$ cat config.mk
export PLATFORM = sky130hd
export DESIGN_NAME = bus_cycle_unit
export DESIGN_NICKNAME = d
export VERILOG_FILES = /design/src/rtl/bus_pkg.sv /design/src/rtl/bus_wait_timer.sv /design/src/rtl/bus_cycle_unit.sv
export SDC_FILE = /design/constraint.sdc
export NUM_CORES = 1
export LEC_CHECK = 0
export CAP_MARGIN = 15
export CORE_MARGIN = 1
export CORE_UTILIZATION = 40
export CTS_BUF_LIST = sky130_fd_sc_hd__clkbuf_2 sky130_fd_sc_hd__clkbuf_4 sky130_fd_sc_hd__clkbuf_8
export DETAILED_ROUTE_END_ITERATION = 7
export PLACE_DENSITY = 0.79
export SLEW_MARGIN = 20
export SYNTH_ARGS = -nofsm -noshare
export SYNTH_HDL_FRONTEND = slang
export SYNTH_HIERARCHICAL = 1
export SYNTH_SLANG_ARGS = --single-unit
$ cat constraint.sdc
create_clock -name clk -period 2 [get_ports clk]
set_input_delay 0.5 -clock clk [delete_from_list [all_inputs] [get_ports clk]]
set_output_delay 0.5 -clock clk [all_outputs]
set_load 0.03 [all_outputs]
$ cat src/rtl/bus_pkg.sv
// Shared types and strobe decode for the multiplexed-bus machine-cycle sequencer.
package bus_pkg;

    typedef enum logic [2:0] {
        StIdle,
        StT1,
        StT2,
        StTw,
        StT3,
        StHold
    } bus_state_t;

    typedef enum logic [1:0] {
        KindMemRd = 2'b00,
        KindMemWr = 2'b01,
        KindIoRd  = 2'b10,
        KindIoWr  = 2'b11
    } req_kind_t;

    localparam logic [1:0] ST_FETCH = 2'b11;
    localparam logic [1:0] ST_READ  = 2'b10;
    localparam logic [1:0] ST_WRITE = 2'b01;
    localparam logic [1:0] ST_IDLE  = 2'b00;

    typedef struct packed {
        logic       ale;
        logic       rd_n;
        logic       wr_n;
        logic       iom_n;
        logic [1:0] status;
        logic       ad_oe;
        logic       hlda;
        logic       bus_float;
    } bus_strobe_t;

    function automatic logic kind_is_write(input req_kind_t kind);
        return (kind == KindMemWr) || (kind == KindIoWr);
    endfunction

    function automatic logic kind_is_io(input req_kind_t kind);
        return (kind == KindIoRd) || (kind == KindIoWr);
    endfunction

    // Pin strobes for a given machine-cycle state and latched request.
    function automatic bus_strobe_t bus_decode(input bus_state_t st, input req_kind_t kind,
                                               input logic fetch);
        bus_strobe_t s;
        logic        wr;
        wr          = kind_is_write(kind);
        s.ale       = 1'b0;
        s.rd_n      = 1'b1;
        s.wr_n      = 1'b1;
        s.iom_n     = 1'b0;
        s.status    = ST_IDLE;
        s.ad_oe     = 1'b0;
        s.hlda      = 1'b0;
        s.bus_float = 1'b0;
        case (st)
            StT1: begin
                s.ale   = 1'b1;
                s.ad_oe = 1'b1;
            end
            StT2, StTw, StT3: begin
                s.rd_n  = wr;
                s.wr_n  = !wr;
                s.ad_oe = wr;
            end
            StHold: begin
                s.hlda      = 1'b1;
                s.bus_float = 1'b1;
            end
            default: ;
        endcase
        if (st inside {StT1, StT2, StTw, StT3}) begin
            s.iom_n  = kind_is_io(kind);
            s.status = wr ? ST_WRITE : (fetch ? ST_FETCH : ST_READ);
        end
        return s;
    endfunction

endpackage

$ cat src/rtl/bus_wait_timer.sv
// Wait-state counter with optional timeout; MAX_WAIT of zero disables the timeout.
module bus_wait_timer
    import bus_pkg::*;
#(
    parameter int unsigned MAX_WAIT = 0
) (
    input  logic clk,
    input  logic resetn_in,
    input  logic i_clear,
    input  logic i_count,
    output logic o_timeout
);

    localparam int unsigned CntW = (MAX_WAIT == 0) ? 1 : $clog2(MAX_WAIT + 1);
    localparam logic [CntW-1:0] CntMax = CntW'(MAX_WAIT);

    logic [CntW-1:0] r_cnt;
    logic [CntW-1:0] w_cnt_inc;

    assign w_cnt_inc = r_cnt + CntW'(1);

    always_ff @(posedge clk) begin
        if (!resetn_in) begin
            r_cnt <= '0;
        end else if (i_clear) begin
            r_cnt <= '0;
        end else if (i_count) begin
            r_cnt <= w_cnt_inc;
        end
    end

    // Fires in the TW cycle that would be wait state number MAX_WAIT.
    assign o_timeout = (MAX_WAIT != 0) && i_count && (w_cnt_inc == CntMax);

endmodule

$ cat src/rtl/bus_cycle_unit.sv
// T1/T2/TW/T3 machine-cycle sequencer with READY waits, wait timeout and HOLD/HLDA release.
module bus_cycle_unit
    import bus_pkg::*;
#(
    parameter int unsigned ADDR_W   = 16,
    parameter int unsigned DATA_W   = 8,
    parameter int unsigned MAX_WAIT = 0
) (
    input  logic                     clk,
    input  logic                     resetn_in,
    input  logic                     req,
    input  logic [1:0]               req_kind,
    input  logic                     req_fetch,
    input  logic [ADDR_W-1:0]        req_addr,
    input  logic [DATA_W-1:0]        req_wdata,
    output logic                     req_ack,
    output logic                     rsp_valid,
    output logic [DATA_W-1:0]        rsp_rdata,
    output logic                     rsp_err,
    input  logic                     ready,
    input  logic                     hold,
    output logic                     hlda,
    output logic                     bus_float,
    output logic [ADDR_W-DATA_W-1:0] haddress,
    output logic [DATA_W-1:0]        ad_out,
    output logic                     ad_oe,
    input  logic [DATA_W-1:0]        ad_in,
    output logic                     ALE,
    output logic                     RDn,
    output logic                     WRn,
    output logic                     IOMn,
    output logic                     S1,
    output logic                     S0
);

    bus_state_t        r_state;
    bus_state_t        w_state_d;
    req_kind_t         r_kind;
    req_kind_t         w_kind_d;
    logic              r_fetch;
    logic              w_fetch_d;
    logic [ADDR_W-1:0] r_addr;
    logic [DATA_W-1:0] r_wdata;
    logic [DATA_W-1:0] w_addr_lo_d;
    logic [DATA_W-1:0] w_wdata_d;
    logic              r_err;
    logic              w_set_err;
    logic              w_timeout;
    logic              w_enter_t1;
    logic              w_in_tw;
    bus_strobe_t       r_strb;
    bus_strobe_t       w_strb_d;
    logic [DATA_W-1:0] r_ad_out;
    logic [DATA_W-1:0] w_ad_out_d;
    logic              r_rsp_valid;
    logic              r_rsp_err;
    logic [DATA_W-1:0] r_rsp_rdata;

    assign req_ack = req && !hold && ((r_state == StIdle) || (r_state == StT3));

    assign w_kind_d    = req_ack ? req_kind_t'(req_kind) : r_kind;
    assign w_fetch_d   = req_ack ? (req_fetch && (req_kind == 2'b00)) : r_fetch;
    assign w_addr_lo_d = req_ack ? req_addr[DATA_W-1:0] : r_addr[DATA_W-1:0];
    assign w_wdata_d   = req_ack ? req_wdata : r_wdata;

    assign w_in_tw    = (r_state == StTw);
    assign w_enter_t1 = (w_state_d == StT1);

    bus_wait_timer #(
        .MAX_WAIT(MAX_WAIT)
    ) u_wait_timer (
        .clk      (clk),
        .resetn_in(resetn_in),
        .i_clear  (w_enter_t1),
        .i_count  (w_in_tw),
        .o_timeout(w_timeout)
    );

    always_comb begin
        w_state_d = r_state;
        w_set_err = 1'b0;
        case (r_state)
            StIdle: begin
                if (hold) begin
                    w_state_d = StHold;
                end else if (req) begin
                    w_state_d = StT1;
                end
            end
            StT1: w_state_d = StT2;
            StT2: w_state_d = ready ? StT3 : StTw;
            StTw: begin
                if (ready) begin
                    w_state_d = StT3;
                end else if (w_timeout) begin
                    w_state_d = StT3;
                    w_set_err = 1'b1;
                end
            end
            // HOLD raised earlier in the cycle is only honoured here.
            StT3: begin
                if (hold) begin
                    w_state_d = StHold;
                end else if (req) begin
                    w_state_d = StT1;
                end else begin
                    w_state_d = StIdle;
                end
            end
            StHold: begin
                if (!hold) begin
                    w_state_d = StIdle;
                end
            end
            default: w_state_d = StIdle;
        endcase
    end

    // Outputs are decoded from the next state so they register alongside it.
    always_comb begin
        w_strb_d   = bus_decode(w_state_d, w_kind_d, w_fetch_d);
        w_ad_out_d = '0;
        if (w_state_d == StT1) begin
            w_ad_out_d = w_addr_lo_d;
        end else if (w_strb_d.ad_oe) begin
            w_ad_out_d = w_wdata_d;
        end
    end

    always_ff @(posedge clk) begin
        if (!resetn_in) begin
            r_state     <= StIdle;
            r_kind      <= KindMemRd;
            r_fetch     <= 1'b0;
            r_addr      <= '0;
            r_wdata     <= '0;
            r_err       <= 1'b0;
            r_strb      <= bus_decode(StIdle, KindMemRd, 1'b0);
            r_ad_out    <= '0;
            r_rsp_valid <= 1'b0;
            r_rsp_err   <= 1'b0;
            r_rsp_rdata <= '0;
        end else begin
            r_state <= w_state_d;
            r_kind  <= w_kind_d;
            r_fetch <= w_fetch_d;
            if (req_ack) begin
                r_addr  <= req_addr;
                r_wdata <= req_wdata;
            end
            if (w_enter_t1) begin
                r_err <= 1'b0;
            end else if (w_set_err) begin
                r_err <= 1'b1;
            end
            r_strb      <= w_strb_d;
            r_ad_out    <= w_ad_out_d;
            r_rsp_valid <= (r_state == StT3);
            r_rsp_err   <= (r_state == StT3) && r_err;
            if ((r_state == StT3) && !kind_is_write(r_kind)) begin
                r_rsp_rdata <= ad_in;
            end
        end
    end

    assign rsp_valid = r_rsp_valid;
    assign rsp_err   = r_rsp_err;
    assign rsp_rdata = r_rsp_rdata;
    assign haddress  = r_addr[ADDR_W-1:DATA_W];
    assign ad_out    = r_ad_out;
    assign ad_oe     = r_strb.ad_oe;
    assign ALE       = r_strb.ale;
    assign RDn       = r_strb.rd_n;
    assign WRn       = r_strb.wr_n;
    assign IOMn      = r_strb.iom_n;
    assign S1        = r_strb.status[1];
    assign S0        = r_strb.status[0];
    assign hlda      = r_strb.hlda;
    assign bus_float = r_strb.bus_float;

endmodule

=== After elaboration in Yosys (flattened, before gate mapping) ===
Index checks and enable logic that the tools add are counted.

* Output and inout bits: 36
* Flip-flop bits (word level): 56
* Input port bits: 40

* Bitwise gates (word level): 2
* Reduce and logical (&&, ||, !) cells: 18
* Equal/unequal tests: 15
* Muxes and demuxes: 19

{| class="wikitable"
|+ Operators with widths
! kind !! count
|-
| two-way mux 8 bit || 4
|-
| two-way mux 3 bit || 6
|-
| one-hot mux 3 bit (6 select lines) || 1
|-
| equality test 3 x 2 -> 1 bit, second input constant || 4
|-
| equality test 3 bit, second input constant || 4
|-
| equality test 2 bit, second input constant || 3
|-
| equality test 3 x 1 -> 1 bit, second input constant || 2
|-
| OR reduction 3 bit || 2
|-
| two-way mux 1 bit || 5
|-
| equality test 2 x 1 -> 1 bit, second input constant || 2
|-
| logical AND 1 bit || 4
|-
| logical OR 1 bit || 4
|-
| two-way mux 2 bit || 2
|-
| AND reduction 2 bit || 2
|-
| nonzero test 4 bit || 1
|-
| logical NOT 1 bit || 3
|-
| logical NOT 3 bit || 1
|-
| logical NOT 2 bit || 1
|-
| inverter 1 bit || 2
|-
| one-hot mux 1 bit (2 select lines) || 1
|}

=== Longest topological paths before layout ===
* Word-level depth: 9
* Gate-level depth with buffers: 7
* Gate-level depth less buffers: 4

=== Hierarchy ===
The synthesis kept the hierarchy.

{| class="wikitable"
|+ By module, submodules not included
! module !! instances !! cells an instance !! area an instance (µm²) !! sequential area each (µm²)
|-
| bus_cycle_unit || 1 || 207 || 1,933.1 || 980.9
|-
| bus_wait_timer || 1 || 2 || 11.3 || 0.0
|}

=== Worst setup path after synthesis ===
Ideal clock, no wire load.

* Path kind: input -> output
* Start: in hold
* End: out req_ack
* Arrival: 1.298 ns
* Path slack: 0.202 ns
* Stages: 4
* Buffers on the path: 2
* Path through: or4b_4 > buf_6 > clkinv_4 > buf_6

* Word-level cells in the longest chain between the ends: 3

{| class="wikitable"
|+ Ends and longest elaborated chain
! item !! RTL line !! source
|-
| start: declaration || bus_cycle_unit.sv:21 || <nowiki>input logic hold,</nowiki>
|-
| logical NOT 1 bit || -- ||
|-
| logical AND 1 bit (2 in series) || bus_cycle_unit.sv:59 || <nowiki>assign req_ack = req && !hold && ((r_state == StIdle) || (r_state == StT3));</nowiki>
|-
| end: declaration || bus_cycle_unit.sv:16 || <nowiki>output logic req_ack,</nowiki>
|}

Every way passes these cells.

=== Worst setup path in the final report ===
* Start: in req
* End: out req_ack

* Word-level cells in the longest chain between the ends: 2

{| class="wikitable"
|+ Ends and longest elaborated chain
! item !! RTL line !! source
|-
| start: declaration || bus_cycle_unit.sv:11 || <nowiki>input logic req,</nowiki>
|-
| logical AND 1 bit (2 in series) || bus_cycle_unit.sv:59 ||
|}

Every way passes these cells.

==> summary.md <==
| Metric | Value |
|---|---|
| Die Wd | `~72 um` |
| Seq pwr share | `a little under half` |
| Commonest non-fill, non-tap cell in the layout | `clkdlybuf4s50_1` |
| Tightest Hold Check Type | `reg -> reg` |
| Worst vdd ir | `419 uV` |
| Clk sinks | `49` |
| Reg-to-Reg End | `S0$_SDFF_PN0_` |
| Min Clock Period, post-route | `between 1.5 and 2 ns` |
| Grt ovf | `0` |
| Finish-stage setup viols | `0` |
| P&R area growth vs syn | `42.4%` |
| Worst-path fanout max | `2` |
| Fin. max-slew vios | `0` |
| Max_cap viols | `0` |
| Internal power | `about 1.7 mW` |
| Vias in the first global route | `approximately 1500` |
| Clock latency at the later pin of the worst-skew pair | `slightly below 0.3 ns` |
| # fillers | `404` |
| Sequential Area | `981 um^2` |
| Die height | `71.5 um` |
| Comb power frac | `between 10% and 20%` |
| Final Wtd Congestion | `0.708` |
| Synth warn | `6` |
| Initial antenna violation count | `0` |
| CP Launch Type | `primary input` |
| Fraction of layout cells with a size suffix above 1 | `approximately 9.6%` |
| CP peak stage delay | `between 0.4 and 0.5 ns` |
| CTS Buffer Depth | `2` |
| Leak pwr | `about 1.0 nW` |
| CP required | `1.50 ns` |
| CP max stage cell | `or4b_4` |
| Area of the mapped netlist | `0.00193 mm^2` |
| Largest net degree at the start of global routing | `27` |
| CTS H-tree depth | `2` |
| R2R cell count | `5` |
| Clock Skews | `0.00781 ns` |
| Final instance area | `0.00275 mm^2` |
| Hold Crit Start | `r_addr[11]$_SDFFE_PN0P_` |
| Inserted Clock Buffers | `5` |
| Worst hold slack | `0.454 ns` |
| Area of the multi-input gates | `751 um^2` |
| Setup total negative slack | `0 ns` |
| Worst Hold End | `r_addr[11]$_SDFFE_PN0P_` |
| Nets | `roughly 310` |
| Core area | `0.00450 mm^2` |
| DR vias | `around 1500` |
| Critical Path Sink Type | `primary output` |
| CP Cell Sequence | `dlygate4sd2_1 > or4b_4 > clkinv_4 > buf_6` |
| CTS root buf | `clkbuf_8` |
| Final Hold Viols | `0` |
| DRT Pass-1 Iters | `5` |
| Initial Util | `42.9%` |
| Iteration-0 DRC Markers | `51` |
| Status | `completed` |
| Final wirelength | `about 4.0 mm` |
| Post-DP HPWL | `2.85 mm` |
| Synthesized Nets | `246` |
| Critical path type | `in -> out` |
| Antenna Nets Post-Route | `0` |
| Placed cell area | `0.00262 mm^2` |
| Avg Inst Size Synth | `around 9.4 um^2` |
| Ant diodes | `0` |
| Syn Inst Count | `206` |
| Drt drc | `0` |
| Placed Cells | `314` |
| Critical Path AT | `1.39 ns` |
| Die ar. | `0.00512 mm^2` |
| Most frequent cells in the layout | `clkdlybuf4s50_1 (72), nand2_1 (55), dfxtp_1 (49)` |
| Port Buffers | `75` |
| Clk pwr share | `35.8%` |
| CTS tree | `done` |
| Tot GR Track Use | `16.7%` |
| Worst R2R Setup Slack | `0.48 ns` |
| Max Fclk | `0.530 GHz` |
| Total power | `~2.2 mW` |
| First-pass GRT wire length | `6.73 mm` |
| Tcrit/Tclk final | `94.4%` |
| P_sw | `529 uW` |
| Vias per cell | `4.80` |
| Clock transition at path regs | `around 0.090 ns` |
| Pwr Density | `about 800 mW/mm^2` |
| Unrepaired setup endpoints after global routing | `false` |
| I/O pin count | `76` |
| Drt wl/cell | `12.3 um` |
| Hold Crit Depth | `2` |
| Net Sw Frac | `between 20% and 30%` |
| Row cnt | `24` |
| Worst reg2reg startpoint | `r_state[1]$_SDFF_PN0_` |
| Final Non-Filler Cells | `approximately 320` |
-- power by group through the flow --
stage,registers [mW],logic [mW],clock network (mW)
finish,1.05,0.392,0.805
global route,1.06,0.424,0.868
CTS,1.05,0.395,0.831
detailed placement,1.07,0.394,0
global placement,1.07,0.390,0
floorplan,1.12,0.189,0
-- flip-flops by register name (all words and copies together), names as in the netlist, 2 cells and up --
name,cells
rsp_rdata,8
r_kind,2
r_wdata,8
r_addr,8
r_state,3
ad_out,8
-- routing by layer --
layer  wire length [um]  vias to the layer above  global-route usage [%]
met3                212                        2                    5.34
met5                  0                        -                       0
li1                   -                      789                       -
met2               1880                       51                    29.2
met4                 17                        0                    3.27
met1               1870                      702                    20.3
-- timing repair --
item / CTS / global route
pin swaps: 0 / 1
hold buffers: 0 / 0
setup endpoints to repair: 1 / 1
setup buffers: 0 / 0
resized for setup: 3 / 2
-- through the flow --
stage | worst slack, ns | utilization (%)
after detailed placement | -0.218 | 58.2
after floorplan | 0.202 | -
after CTS | 0.0164 | 61.2
after global placement | -0.218 | 58.2
after global routing | 0.0850 | 61.1
final | 0.112 | 61.1
-- critical path, delay by kind of cell --
family	cells	cell delay [ns]
buffers and inverters	3	0.40
AND/OR/NAND/NOR	1	0.49
-- layout make-up --
class	instances	share of cell area (%)
clock buffers	5	2.50
well taps	52	2.36
flip-flops and latches	49	35.6
repair buffers	83	29.3
inverters	3	0.591
clock inverters	3	2.36
multi-input cells	127	27.3
-- how the worst max path moves through the flow --
stage / cells past startpoint / start / slack, ns / to
2_1_floorplan: 4 / hold / 0.20 / req_ack
3_3_place_gp: 4 / hold / -0.22 / req_ack
3_5_place_dp: 4 / hold / -0.22 / req_ack
4_1_cts: 4 / hold / 0.02 / req_ack
5_1_grt: 4 / req / 0.08 / req_ack
6_report: 4 / req / 0.11 / req_ack
Power figures use the tool's default switching activity.
==> patch 1 (same settings) <==
The parameter `DATA_W` goes from 8 to 9.
--- a/src/rtl/bus_cycle_unit.sv
+++ b/src/rtl/bus_cycle_unit.sv
@@ -3,7 +3,7 @@
     import bus_pkg::*;
 #(
     parameter int unsigned ADDR_W   = 16,
-    parameter int unsigned DATA_W   = 8,
+    parameter int unsigned DATA_W   = 9,
     parameter int unsigned MAX_WAIT = 0
 ) (
     input  logic                     clk,
Interface: changed (5 resized); port bits go from 76 to 79. No check against the original RTL was run, so the function may have changed too.
==> patch 1 against the original RTL <==
Global-route usage fell by 1.9 points; routed wire length fell by 4.9%; final cell count rose by 7.5%; clock skew fell by 0.0030 ns; design area rose by 4.0%; critical path type unchanged; count of clock-buffer cells in the layout rose by 1; total power rose by 0.36%; sequential cell count rose by 2; area after synthesis rose by 3.6%; non-clock buffer count rose by 3; combinational power rose by 9.9%; worst setup slack got worse by 0.073 ns.
==> patch 1: results (changes against the original RTL) <==
- Initial antenna violation count: 0 (unchanged)
- Placed insts: 338 (+7.6%)
- Total global-route track usage: 0.147 (-0.0194)
- Post-CTS Setup Inserts: 0 (unchanged)
- Final wirelength: 3780 µm (-4.9%)
- DRT iter0 DRCs: 41 (-20%)
- Slowest stage delay, CP: 0.54 ns (+0.05 ns)
- Filler cells: 426 (+5.4%)
- Average size of a mapped cell: 9.45 µm² (+0.69%)
- Final ANT Viol Nets: 0 (unchanged)
- CTS max path bufs: 2 (unchanged)
- Number of global-route vias before repair: 1369 (-7.9%)
- Slowest cell on the critical path: or4b_4
- Status: finished, final reports clean
- Via Count: 1584 (+2.6%)
- Final #Nets: 320 (+3.6%)
- Wire per inst: 10.9 µm (-12%)
- Pin count of the biggest net entering global routing: 26 (-3.7%)
- Diode count: 0 (unchanged)
- First-pass GRT wire length: 5950 µm (-12%)
- Max VDD drop: 0.327 mV (-22%)
- Worst Path Max Fanout: 4 (+2)
- Share of cells above drive strength 1: 0.100 (+0.00406)
- DR pass1 iterations: 4 (-1)
- H-tree Lvls: 2 (unchanged)
- Min-delay worst type: reg -> reg
- Num CTS Buffers: 5 (unchanged)
- Clk Tree Root Cell: clkbuf_8
- P_leak: 1.09 nW (+4.8%)
- Clk Latency, worst-skew pair: 0.29 ns (about the same)
- Sw Ratio: 0.249 (+0.0136)
- Worst slack at placement: -0.242 ns (-0.0242 ns)
- GPL Wtd Cong: 0.818 (+16%)
- Hpwl dp: 2740 µm (-3.7%)
- Post-Syn Nets: 254 (+3.3%)
- Clk pin slew, worst setup/hold paths: 0.08 ns
- Clock skew: 0.00479 ns (-0.00302 ns)
- Buffers on Ports: 78 (+4.0%)
- Yosys warning count: 6 (unchanged)
- Worst Path Arrival: 1.46 ns (+0.07 ns)
-- patch 1: final timing paths --
path,depth (start not counted),slack [ns],from,end
max reg2reg,4,0.43,r_state[0]$_SDFF_PN0_,rsp_rdata[2]$_SDFFE_PN0P_
min,2,0.45,r_addr[9]$_SDFFE_PN0P_,r_addr[9]$_SDFFE_PN0P_
min reg2reg,2,0.45,r_addr[9]$_SDFFE_PN0P_,r_addr[9]$_SDFFE_PN0P_
max,4,0.04,hold,req_ack
-- patch 1: what timing repair did --
item | CTS | global route
hold endpoints to repair | 0 | 0
setup endpoints to repair | 1 | 1
pin swaps | 1 | 1
gates resized for setup | 4 | 0
cloned | 0 | 0
-- patch 1: power groups by stage --
stage	combinational (mW)	clock [mW]	sequential, mW
3_5_place_dp	0.433	0	1.12
5_1_grt	0.467	0.783	1.11
4_1_cts	0.435	0.754	1.10
2_1_floorplan	0.212	0	1.18
6_report	0.431	0.725	1.10
3_3_place_gp	0.430	0	1.12
-- patch 1: layout make-up --
type                       instances  area share
sequential                        51       0.357
multi-input combinational        131       0.274
inverter                           3     0.00568
clock buffer                       6      0.0288
timing repair buffer              86       0.294
clock inverter                     2      0.0122
tap                               67      0.0293
-- patch 1: stage by stage --
step	cell area (µm²)	power (mW)	hold WS [ns]
floorplan	2000	1.39	0.431
global placement	2740	1.55	0.440
detailed placement	2740	1.56	0.445
CTS	2860	2.29	0.457
global route	2860	2.36	0.476
finish	2860	2.26	0.454
-- patch 1: per-layer routing --
| layer | up-vias | GRT usage | share of wire |
|---|---|---|---|
| li1 | 820 | - | - |
| met1 | 702 | 0.177 | 0.45 |
| met2 | 57 | 0.242 | 0.47 |
| met3 | 5 | 0.0414 | 0.067 |
| met4 | 0 | 0.0719 | 0.015 |
| met5 | - | 0 | 0 |
-- patch 1: worst max-delay path, delay by kind of cell --
| kind | cells | cell delay [ns] |
|---|---|---|
| simple gates | 1 | 0.54 |
| buf+inv | 3 | 0.42 |
==> patch 2 (config.mk and constraints unchanged) <==
Without the edit above. Reset style: asynchronous (`resetn_in`), changed in 2 clocked blocks.
--- a/src/rtl/bus_wait_timer.sv
+++ b/src/rtl/bus_wait_timer.sv
@@ -19,7 +19,7 @@
 
     assign w_cnt_inc = r_cnt + CntW'(1);
 
-    always_ff @(posedge clk) begin
+    always_ff @(posedge clk or negedge resetn_in) begin
         if (!resetn_in) begin
             r_cnt <= '0;
         end else if (i_clear) begin
--- a/src/rtl/bus_cycle_unit.sv
+++ b/src/rtl/bus_cycle_unit.sv
@@ -127,7 +127,7 @@
         end
     end
 
-    always_ff @(posedge clk) begin
+    always_ff @(posedge clk or negedge resetn_in) begin
         if (!resetn_in) begin
             r_state     <= StIdle;
             r_kind      <= KindMemRd;
Formal check against the unedited RTL: differs if resetn_in is asserted again (counterexample within 4 cycles, from zero or initial values and one cycle with resetn_in low); with resetn_in held inactive, the same outputs for 10 cycles.
==> patch 2 against the original RTL <==
Utilization is 1.2 points lower; sequential cell count stayed put; worst setup slack worse by 0.050 ns; via count is 7.2% lower; area after synthesis is 1.0% higher; final cell count is 1.9% lower; clock skew is 0.0042 ns lower; routed wire length is 6.3% lower; synthesized cell count is 15% lower; design area is 2.8% higher; critical path type unchanged.
Power is not compared: it rests on default switching activity, and its combinational part moved more than twofold at a synthesized area within 25%.
==> patch 2: results (changes against the original RTL) <==
- Status: finished, final reports clean
- FF-to-FF End: ad_out[1]$_DFF_PN0_
- Diode count: 0 (unchanged)
- Worst reg2reg setup slack: 0.34 ns (-0.14 ns)
- FMAX: 0.516 GHz (-2.6%)
- Hpwl dp: 2760 µm (-2.9%)
- Met1 GRT Util: 0.188 (-0.0146)
- Clk pin slew, worst setup/hold paths: 0.08 ns
- H-tree Lvls: 2 (unchanged)
- Share of cells above drive strength 1: 0.145 (+0.0483)
- Slowest stage delay, CP: 0.51 ns (+0.02 ns)
- Setup crit start: hold
- Area post-placement: 2740 µm² (+4.4%)
- Post-Syn Nets: 215 (-13%)
- Layout Utilization: 0.599 (-0.0122)
- Clk Tree Root Cell: clkbuf_8
- Count of pins over their slew limit: 0 (unchanged)
- GPL Wtd Cong: 0.775 (+9.6%)
- Final #Nets: 289 (-6.5%)
- DR pass1 iterations: 4 (-1)
- Number of global-route vias before repair: 1380 (-7.2%)
- DRT iter0 DRCs: 29 (-43%)
- Metal3 WL: 226 µm (+6.6%)
- WHS: 0.167 ns (-0.286 ns)
- Worst r2r src: r_state[0]$_DFF_PN0_
- CTS Hold Buffers Added: 0 (unchanged)
- Min-delay worst type: in -> async
- Wire per inst: 11.8 µm (-4.5%)
- Finished Layout Cells: 316 (-1.9%)
- Total global-route track usage: 0.153 (-0.0136)
- Met3 GRT Util: 0.0394 (-0.0141)
- Met1 wire length: 1600 µm (-14%)
- Placed insts: 309 (-1.6%)
- Filler cells: 391 (-3.2%)
- Initial antenna violation count: 0 (unchanged)
- Worst Path Arrival: 1.44 ns (+0.05 ns)
- Relative slew slack: 0.571
- Yosys warning count: 6 (unchanged)
- Worst slack at placement: -0.245 ns (-0.0262 ns)
- Met2 wire length: 1860 µm (-0.80%)
- Sw Pwr: 1.59 mW
- Clock skew: 0.00363 ns (-0.00419 ns)
- Top sig layer: met4
- Grt met2 use: 0.260 (-0.0321)
- Via Count: 1433 (-7.2%)
- CP top delay family: simple AND/OR/NAND/NOR gates
- First-pass GRT wire length: 6080 µm (-9.7%)
- Critical Path End: req_ack
- Pin count of the biggest net entering global routing: 25 (-7.4%)
- Clk Latency, worst-skew pair: 0.29 ns (about the same)
- Average size of a mapped cell: 11.2 µm² (+19%)
patch 2: changes by cell type in the layout (fill, tap and decap cells not counted), moves of 3 or more:
| cell | before | now |
|---|---|---|
| dfxtp_1 | 49 | 0 |
| dfrtp_1 | 0 | 47 |
| a21boi_1 | 21 | 0 |
| mux2_2 | 0 | 8 |
| inv_1 | 2 | 9 |
| a21boi_0 | 6 | 0 |
| clkdlybuf4s50_1 | 72 | 69 |
| nor2b_1 | 4 | 1 |
patch 2: timing repair:
item,CTS,global route
setup endpoints to repair,1,2
cloned,0,0
resized for setup,5,2
pin swaps,1,0
patch 2: cell type report:
| type | count | area, µm² | share of cell area |
|---|---|---|---|
| clock buffer | 6 | 76.3 | 0.0270 |
| clock inverter | 1 | 5.00 | 0.00177 |
| inverter | 11 | 41.3 | 0.0146 |
| multi-input combinational | 96 | 549 | 0.194 |
| sequential | 49 | 1230 | 0.434 |
| tap | 67 | 83.8 | 0.0296 |
| timing repair buffer | 86 | 845 | 0.299 |
